$ cat src/rtl/lr_sample_feeder.sv
// ============================================================================
// lr_sample_feeder : streams a small Q6.10 dataset to the trainer, multi-epoch
// Rev 1.0
// ============================================================================
`default_nettype none

module lr_sample_feeder #(
   parameter int NSAMP = 8,
   parameter int AW    = 3,
   parameter int DW    = 16,
   parameter int EW    = 16
) (
   input  logic          clk,
   input  logic          rst_n,
   input  logic          wr_en,
   input  logic [AW-1:0] wr_addr,
   input  logic [2:0]    wr_sel,
   input  logic [DW-1:0] wr_data,
   input  logic [AW:0]   num_samples,
   input  logic [EW-1:0] num_epochs,
   input  logic          start,
   input  logic          abort,
   output logic          out_valid,
   input  logic          out_ready,
   output logic [DW-1:0] out_dp0,
   output logic [DW-1:0] out_dp1,
   output logic [DW-1:0] out_dp2,
   output logic [DW-1:0] out_dp3,
   output logic [DW-1:0] out_y,
   output logic [AW-1:0] out_idx,
   output logic          out_last,
   output logic [EW-1:0] epoch_cnt,
   output logic          busy,
   output logic          done,
   output logic          err
);

   typedef enum logic [0:0] {IDLE = 1'b0, RUN = 1'b1} state_t;

   localparam logic [AW:0] NSAMP_W = (AW+1)'(NSAMP);

   state_t        state;
   logic [AW:0]   n_reg;
   logic [EW-1:0] ne_reg;

   logic [DW-1:0] mem_dp0 [NSAMP];
   logic [DW-1:0] mem_dp1 [NSAMP];
   logic [DW-1:0] mem_dp2 [NSAMP];
   logic [DW-1:0] mem_dp3 [NSAMP];
   logic [DW-1:0] mem_y   [NSAMP];

   logic          at_last;
   logic [AW-1:0] ld_addr;
   logic [EW:0]   epoch_inc;
   logic          run_end;
   logic          cfg_bad;
   logic          hs;

   assign at_last   = ({1'b0, out_idx} == (n_reg - 1'b1));
   assign out_last  = out_valid & at_last;
   assign hs        = out_valid & out_ready;
   // Loads come from sample 0 on start and on epoch wrap, otherwise the next index
   assign ld_addr   = (state == RUN && !at_last) ? out_idx + 1'b1 : '0;
   assign epoch_inc = {1'b0, epoch_cnt} + 1'b1;
   assign run_end   = (epoch_inc == {1'b0, ne_reg});
   assign cfg_bad   = (num_samples == '0) || (num_samples > NSAMP_W) || (num_epochs == '0);

   // Dataset register file: not reset, writable only while idle
   always_ff @(posedge clk) begin
      if (wr_en && state == IDLE && ({1'b0, wr_addr} < NSAMP_W)) begin
         case (wr_sel)
            3'd0:    mem_dp0[wr_addr] <= wr_data;
            3'd1:    mem_dp1[wr_addr] <= wr_data;
            3'd2:    mem_dp2[wr_addr] <= wr_data;
            3'd3:    mem_dp3[wr_addr] <= wr_data;
            3'd4:    mem_y[wr_addr]   <= wr_data;
            default: ;
         endcase
      end
   end

   always_ff @(posedge clk or negedge rst_n) begin
      if (!rst_n) begin
         state     <= IDLE;
         n_reg     <= '0;
         ne_reg    <= '0;
         out_valid <= 1'b0;
         out_dp0   <= '0;
         out_dp1   <= '0;
         out_dp2   <= '0;
         out_dp3   <= '0;
         out_y     <= '0;
         out_idx   <= '0;
         epoch_cnt <= '0;
         busy      <= 1'b0;
         done      <= 1'b0;
         err       <= 1'b0;
      end else if (abort) begin
         state     <= IDLE;
         out_valid <= 1'b0;
         busy      <= 1'b0;
      end else begin
         case (state)
            IDLE: begin
               if (start) begin
                  if (cfg_bad) begin
                     err  <= 1'b1;
                     done <= 1'b0;
                  end else begin
                     n_reg     <= num_samples;
                     ne_reg    <= num_epochs;
                     done      <= 1'b0;
                     err       <= 1'b0;
                     epoch_cnt <= '0;
                     out_idx   <= '0;
                     out_dp0   <= mem_dp0[ld_addr];
                     out_dp1   <= mem_dp1[ld_addr];
                     out_dp2   <= mem_dp2[ld_addr];
                     out_dp3   <= mem_dp3[ld_addr];
                     out_y     <= mem_y[ld_addr];
                     out_valid <= 1'b1;
                     busy      <= 1'b1;
                     state     <= RUN;
                  end
               end
            end
            RUN: begin
               if (hs) begin
                  out_idx <= ld_addr;
                  if (at_last) begin
                     if (!(&epoch_cnt)) epoch_cnt <= epoch_inc[EW-1:0];
                  end
                  if (at_last && run_end) begin
                     out_valid <= 1'b0;
                     busy      <= 1'b0;
                     done      <= 1'b1;
                     state     <= IDLE;
                  end else begin
                     out_dp0 <= mem_dp0[ld_addr];
                     out_dp1 <= mem_dp1[ld_addr];
                     out_dp2 <= mem_dp2[ld_addr];
                     out_dp3 <= mem_dp3[ld_addr];
                     out_y   <= mem_y[ld_addr];
                  end
               end
            end
            default: state <= IDLE;
         endcase
      end
   end

endmodule

`default_nettype wire

$ cat config.mk
export PLATFORM = sky130hd
export DESIGN_NAME = lr_sample_feeder
export DESIGN_NICKNAME = d
export VERILOG_FILES = /design/src/rtl/lr_sample_feeder.sv
export SDC_FILE = /design/constraint.sdc
export NUM_CORES = 1
export LEC_CHECK = 0
export ABC_AREA = 1
export CORE_ASPECT_RATIO = 1.25
export CORE_MARGIN = 2
export CORE_UTILIZATION = 35
export DETAILED_ROUTE_END_ITERATION = 7
export PLACE_DENSITY_LB_ADDON = 0.08
export SETUP_SLACK_MARGIN = 0.1
export SLEW_MARGIN = 0
export SYNTH_ARGS = -nofsm -noshare
export SYNTH_HDL_FRONTEND = slang
export SYNTH_SLANG_ARGS = --single-unit
$ cat constraint.sdc
create_clock -name clk -period 6.9 [get_ports clk]
set_input_delay 1.035 -clock clk [delete_from_list [all_inputs] [get_ports clk]]
set_output_delay 1.035 -clock clk [all_outputs]
set_load 0.01 [all_outputs]
# == Word-level counts from Yosys, hierarchy flattened ==
# Memory sizes are Yosys's and may differ from the RTL's.
# Index checks and enable logic that the tools add are counted.
# classes
addsub,3
order_cmp,1
n_eq_ne,17
n_mux,68
n_bitwise,5
n_reduce_logical,17
# op_table
cell,count
16-bit two-way mux,25
16-bit one-hot mux with 2 select lines,6
1-bit two-way mux,29
"16-bit by 1-bit adder with 17-bit output, second input constant",1
17-bit by 16-bit equality test with 1-bit output,1
16-bit logical NOT,1
16-bit AND reduction,1
4-bit AND reduction,4
3-bit two-way mux,4
"2-bit != test, second input constant",4
"3-bit by 2-bit equality test with 1-bit output, second input constant",2
"2-bit by 1-bit != test with 1-bit output, second input constant",3
"3-bit by 2-bit != test with 1-bit output, second input constant",2
"3-bit != test, second input constant",2
1-bit one-hot mux with 2 select lines,3
3-bit one-hot mux with 2 select lines,1
6-bit AND reduction,1
5-bit AND reduction,1
3-bit by 4-bit equality test with 1-bit output,1
"4-bit > comparator, second input constant",1
4-bit logical NOT,1
"4-bit by 1-bit subtractor with 4-bit output, second input constant",1
"3-bit by 1-bit adder with 3-bit output, second input constant",1
"3-bit by 1-bit equality test with 1-bit output, second input constant",1
other kinds (8),14
# totals
ff_bits,123
ram_bits,640
input_bits,48
output_inout_bits,104
elab_cells,129
mem_count,5
# mem_list
name,depth,word_bits,read_ports,rd_clocked_by_memory_dff,wr,line,source
mem_dp0,8,16,1,0,1,46,logic [DW-1:0] mem_dp0 [NSAMP];
mem_dp1,8,16,1,0,1,47,logic [DW-1:0] mem_dp1 [NSAMP];
mem_dp2,8,16,1,0,1,48,logic [DW-1:0] mem_dp2 [NSAMP];
mem_dp3,8,16,1,0,1,49,logic [DW-1:0] mem_dp3 [NSAMP];
mem_y,8,16,1,0,1,50,logic [DW-1:0] mem_y [NSAMP];

# == Logic depth before layout (Yosys ltp) ==
# Gate-level depths: netlist of run 1.
# An unclocked memory read counts as a cell.
# depth
word_depth,9
ltp_mapped,18
depth_no_buf,17

# == Worst setup path after synthesis of run 1 ==
# Ideal clock, no wire load.
# synth_timing
path_type,register to output
from,register n_reg[0]
to,output out_last
t_arrival_ns,1.714
t_required_ns,5.865
path_slack_ns,4.151
stages_incl_launch_ff,11
n_path_buf,2
path_cell_list,dfrtp_1 inv_1 ha_1 xnor2_1 nor2_1 nand2_1 nor2_1 inv_2 buf_2 buf_1 nor2_1
# synth_between
elab_chain_len,3
# synth_rtl
item,line,source
"start, declared",43,logic [AW:0] n_reg;
"start signal, assigned",110,n_reg <= num_samples;
4-bit by 1-bit subtractor with 4-bit output,59,"assign at_last = ({1'b0, out_idx} == (n_reg - 1'b1));"
3-bit by 4-bit equality test with 1-bit output,59,
1-bit bitwise AND,60,assign out_last = out_valid & at_last;
"end, declared",31,"output logic out_last,"
# No other way between the ends.

# == Worst setup path after layout of run 1 ==
# layout_timing
from,register out_idx[0]
to,output out_last
# layout_between
elab_chain_len,2
# layout_rtl
item,line,source
"start, declared",30,"output logic [AW-1:0] out_idx,"
"start signal, assigned",129,out_idx <= ld_addr;
3-bit by 4-bit equality test with 1-bit output,59,
1-bit bitwise AND,60,
# No other way between the ends.

==> results.cfg, run 1 <==
[synthesis]
avgSynthCellArea_sq_um = 9.65
ys_seq_area_share_pct = 64.1
yosys_warnings = 0
synth_nets = 3654
yosysUniqueCellTypes = 35
syn_area_sq_um = 34800
ys.flop_type = edfxtp_1
synth_edf_count = 640
syn_inst = 3603
netlist.top_cell.by_area = edfxtp_1
ys_ff_latch = 763
synthTopCellsByArea = edfxtp_1 (55%), nand2_1 (11%), dfrtp_1 (8.9%)
synth_top_area_share_pct = 55.3
synthArstFlopShare_pct = 16.1

[sta]
finalCritPeriodShare_pct = 72.3
setup_viol = 0
fmax_mhz = 200
worst_slew_pin_slew_ns = 1.19
rsz0062_at_grt = no
finalHoldViolations = 0
min_period_ns = 4.99
finalMaxSlewViolations = 0
fin_tns_setup_ns = 0
fin_worst_skew_ns = 0.0210
relSlewSlack_pct = 20.8

[clocking]
clk_pin_slew_ns = 0.06
clk_path_buf_depth = 3
htree_levels = 3
cts_setup_buffers = 0
insertion_delay_ns = 0.65
cts_buffers = 84
cts.sinks = 763
cts_tree = built
cts_resized = 0
ctsHoldBuffers = 0
cts-root-buf = clkbuf_16

[setup_path]
crit_type = flip-flop to output port
worstPathArrival_ns = 3.95
r2r-start = out_idx[0]$_DFFE_PN0P_
endpoint_kind = output port
required_ns = 5.86
crit_chain = inv_8 -> nand2_1 -> nand2_1 -> nor2_1 -> nand2_1 -> nor2_1 -> inv_8 -> buf_4 -> nor2_1 -> clkdlybuf4s50_1
r2r-end = out_dp3[0]$_DFFE_PN0P_
slowest_stage = buf_4
slowest_delay_ns = 0.86
rr_worst_depth = 16
crit_fanout = 109
reg2reg_slack_ns = 2.33
crit_path_start_kind = flip-flop

[final_layout]
fin_util_pct = 40.8
drive_gt1_share_pct = 6.87
multi_input_area_sq_um = 8980
ff_latch_area_sq_um = 22300
synthToLayoutAreaGrowth_pct = 15.9
layout.nets = 3734
fillers = 9788

[drt]
dr.pass1.iters = 7
wl_per_cell_um = 20.8
route.detailed.drc = 0
num_vias = 24867
drt-total-wl_um = 105000
viasPerCell = 4.91
drtAntennaViolNets = 0
drtIter0Drc = 1637

[global_route]
grt-ovfl-total = 0
grt_pass1_wl_um = 158000
grt_usage_pct = 20.6
antenna_found_initial = 3
grt_pass1_vias = 24085
grt_max_degree = 192

[die]
die_w_um = 286
io_pins = 152
initial_utilization_pct = 35.2
die_y_um = 356
coreArea_sq_um = 98800
dieArea_sq_um = 102000
rows = 129

[power]
power_per_cell_area_nw_per_um2 = 302
p_leak_nw = 17.7
finalPower_w = 0.0122
ir_drop_mv = 0.176

[placement]
post-dp-hpwl_um = 54400
io_buffers = 151
gp_congestion = 0.769

[flow_run]
maxCapViolations = 0

[hold_path]
hp-class = input pin to async pin

[status]
status = complete, no violations
==> cell families (layout without fill, tap and decap cells) <==
group,Yosys count,count (layout),synth area share [%]
xor+xnor,9,9,0.266
other cells,0,1,0
fa+ha+maj,3,3,0.108
buf+inv,914,1066,10.3
compound gates,48,48,0.759
simple gates,1862,1862,24.3
flops,763,763,64.1
mux,4,4,0.130
==> how the worst max path moves through the flow <==
stage | start | endpoint | slack, ns | depth (start not counted)
floorplan | n_reg[0]$_DFFE_PN0P_ | out_last | 4.15 | 10
global placement | out_idx[0]$_DFFE_PN0P_ | out_dp2[14]$_DFFE_PN0P_ | 2.38 | 16
global route | out_idx[0]$_DFFE_PN0P_ | out_last | 1.51 | 10
finish | out_idx[0]$_DFFE_PN0P_ | out_last | 1.91 | 10
detailed placement | out_idx[0]$_DFFE_PN0P_ | out_dp2[5]$_DFFE_PN0P_ | 2.31 | 16
CTS | out_idx[0]$_DFFE_PN0P_ | out_last | 1.75 | 10
==> through the flow <==
| step | worst slack, ns | hold WS [ns] | cells | cell area [sq um] |
|---|---|---|---|---|
| 6_report | 1.91 | 0.378 | 5066 | 40300 |
| 5_1_grt | 1.51 | 0.402 | 5065 | 40300 |
| 4_1_cts | 1.75 | 0.359 | 5065 | 40300 |
| 3_5_place_dp | 2.31 | 0.457 | 4907 | 37500 |
| 3_3_place_gp | 2.38 | 0.452 | 4907 | 37500 |
| 2_1_floorplan | 4.15 | 0.498 | 3603 | 34800 |
==> cell usage after synthesis (2+ instances only) <==
cell type / number
clkbuf_1: 127
edfxtp_1: 640
nor4_1: 4
inv_1: 684
nand2_1: 995
mux2_2: 4
xnor2_1: 4
inv_2: 6
nand3_2: 2
o21ai_1: 2
buf_1: 20
nand2_2: 3
o21ai_0: 32
nor2_1: 74
nor2_2: 5
xor2_1: 4
a21oi_1: 5
o31ai_1: 6
nand4_1: 332
dfrtp_1: 123
ha_1: 3
nand3_1: 442
buf_6: 8
buf_2: 67
==> power breakdown <==
| part | leakage [nW] | internal [W] | switching (W) |
|---|---|---|---|
| clock network | 1.37 | 0.00272 | 0.00190 |
| logic | 9.02 | 0.000694 | 0.00147 |
| registers | 7.31 | 0.00522 | 0.000175 |
==> layer usage <==
layer	track usage [%]	share of wire, %
met1	27.6	45
met3	2.93	4.5
met2	34.4	48
met5	0	0.012
met4	7.09	2.8
==> area by class of cell <==
type	count	share of cell area, %
clock buffer	102	5.53
tap	1310	4.07
antenna	1	0.00621
multi-input combinational	1926	22.3
sequential	763	55.3
inverter	690	6.48
clock inverter	56	1.41
timing repair buffer	218	4.89
==> worst max-delay path: cells and delay by family, from the launching register on <==
family | cells | cell delay (ns)
flip-flops | 1 | 0.48
AND/OR/NAND/NOR | 6 | 0.49
buffers and inverters | 4 | 2.28
==> placed cells by master (no fill, tap or decap), types with 3 or more instances in the layout <==
cell type,n
nand2_1,995
inv_1,684
edfxtp_1,640
nand3_1,441
nand4_1,332
clkdlybuf4s50_1,136
dfrtp_1,122
clkbuf_16,85
buf_4,65
nor2_1,52
o21ai_0,32
nor2_2,25
clkinv_1,18
clkinv_2,17
buf_2,14
clkbuf_1,13
bufinv_16,11
inv_6,8
o31ai_1,6
a21oi_1,5
xnor2_1,4
xor2_1,4
nor4_1,4
mux2_2,4
clkinvlp_4,4
clkbuf_8,4
nor2_4,3
nand2_2,3
ha_1,3
No activity file was read; power rests on OpenSTA's default activity.
==> run 2: changes to the inputs <==
==> constraint.sdc (replaced) <==
create_clock -name clk -period 4.96 [get_ports clk]
set_input_delay 0.744 -clock clk [delete_from_list [all_inputs] [get_ports clk]]
set_output_delay 0.744 -clock clk [all_outputs]
set_load 0.01 [all_outputs]
==> results.cfg, run 2 (synthesis results as in run 1) <==
[die]
dieArea_sq_um = 102000
die_w_um = 286
coreArea_sq_um = 98800
rows = 129
io_pins = 152
initial_utilization_pct = 35.2
die_y_um = 356

[global_route]
grt_max_degree = 198
use_met2_pct = 35.3
grt_pass1_vias = 24601
antenna_found_initial = 3
use_met3_pct = 2.68
busiest_layer = met2
use_met1_pct = 27.2
grt_usage_pct = 20.6
grt-ovfl-total = 0
grt_pass1_wl_um = 159000

[drt]
drt-total-wl_um = 105000
viasPerCell = 4.91
route.detailed.drc = 0
num_vias = 24960
drtAntennaViolNets = 0
drtIter0Drc = 1536
wl_per_cell_um = 20.7
dr.pass1.iters = 5

[placement]
gp_congestion = 0.788
post-dp-hpwl_um = 53300
dp_slack_ns = 1.44
io_buffers = 151

[power]
p_seq_share_pct = 43.5
ir_drop_mv = 0.319
power.internal_w = 0.0122
power_per_cell_area_nw_per_um2 = 423
p_leak_nw = 17.8
finalPower_w = 0.0172
p_sw_w = 0.00499
swShare_pct = 29.0
combPwrFrac_pct = 18.0
p_clk_share_pct = 38.5

[sta]
relSlewSlack_pct = 20.7
finalMaxSlewViolations = 0
holdWs_ns = 0.468
finalCritPeriodShare_pct = 76.2
worst_slew_pin_slew_ns = 1.19
rsz0062_at_grt = no
worst_slack_ns = 1.18
finalHoldViolations = 0
fmax_mhz = 265
min_period_ns = 3.78
setup_viol = 0
fin_worst_skew_ns = 0.0283
fin_tns_setup_ns = 0

[flow_run]
maxCapViolations = 0

[final_layout]
most-common-layout-cells = nand2_1 (995), inv_1 (684), edfxtp_1 (640), nand3_1 (441), nand4_1 (332)
final_common_cell = nand2_1
drive_gt1_share_pct = 7.17
multi_input_area_sq_um = 8980
synthToLayoutAreaGrowth_pct = 17.0
ff_latch_area_sq_um = 22300
layout.nets = 3746
fin_util_pct = 41.2
fillers = 9638

[setup_path]
worstPathArrival_ns = 3.04
endpoint_kind = output port
required_ns = 4.22
crit_fanout = 63
crit_path_start_kind = flip-flop
crit_type = flip-flop to output port

[clocking]
cts_setup_buffers = 0
cts.sinks = 763
htree_levels = 3
cts-root-buf = clkbuf_16
cts_resized = 0
cts_tree = built
cts_buffers = 86
clk_pin_slew_ns = 0.06
insertion_delay_ns = 0.67
ctsHoldBuffers = 1
clk_path_buf_depth = 3

[status]
status = complete, no violations

[hold_path]
hp-class = flip-flop to flip-flop
==> run 2: cell count changes in the layout (fill, tap and decap cells not counted) <==
cell           before  now
clkinv_1           18   10
clkinvlp_4          4    3
clkbuf_16          85   86
dlygate4sd3_1       0    1
buf_12              2   16
clkinv_2           17   14
clkinv_8            0    5
clkbuf_1           13   21
clkbuf_8            4   10
inv_6               8    3
buf_4              65   60
==> run 2: routing by layer <==
layer | part of all wire, % | up-vias | wire, um
met1 | 45 | 12236 | 46900
met5 | 0.014 | - | 15
met3 | 4.3 | 139 | 4470
met2 | 49 | 523 | 51300
met4 | 2.3 | 4 | 2400
li1 | - | 12058 | -
==> run 2: area by class of cell <==
class	count	share of cell area, %
Multi-Input combinational cell	1926	22.1
Inverter	690	6.42
Tap cell	1310	4.03
Clock inverter	44	1.36
Clock buffer	117	5.82
Antenna cell	1	0.00615
Timing Repair Buffer	228	5.47
Sequential cell	763	54.8
==> run 2: worst max-delay path: stages, from the launching register on <==
cell,delay (ns)
dfrtp_1,0.37
inv_1,0.13
ha_1,0.26
xnor2_1,0.12
nor2_1,0.08
nand2_1,0.06
nor2_1,0.34
inv_8,0.26
nor2_1,0.16
clkdlybuf4s50_1,0.58
==> run 2: power groups by stage <==
stage               sequential (W)  clock (W)  combinational (W)
global route               0.00752    0.00702            0.00341
global placement           0.00763          0            0.00313
CTS                        0.00749    0.00679            0.00314
finish                     0.00748    0.00663            0.00309
floorplan                  0.00766          0            0.00158
detailed placement         0.00762          0            0.00313
==> run 2: final timing paths <==
check | start | to | slack [ns] | depth (start not counted)
hold reg to reg | out_dp0[9]$_DFFE_PN0P_ | out_dp0[9]$_DFFE_PN0P_ | 0.47 | 2
setup / recovery | n_reg[0]$_DFFE_PN0P_ | out_last | 1.18 | 9
min in group asynchronous | rst_n | out_dp0[9]$_DFFE_PN0P_ | 0.48 | 2
setup reg to reg | n_reg[0]$_DFFE_PN0P_ | out_dp1[9]$_DFFE_PN0P_ | 1.47 | 17
max in group asynchronous | rst_n | state$_DFF_PN0_ | 3.45 | 3
hold / removal | out_dp0[9]$_DFFE_PN0P_ | out_dp0[9]$_DFFE_PN0P_ | 0.47 | 2
==> run 2: through the flow <==
stage / area (sq um) / instances
6_report: 40700 / 5079
5_1_grt: 40700 / 5078
4_1_cts: 40700 / 5078
3_5_place_dp: 37700 / 4916
3_3_place_gp: 37700 / 4916
2_1_floorplan: 34800 / 3603
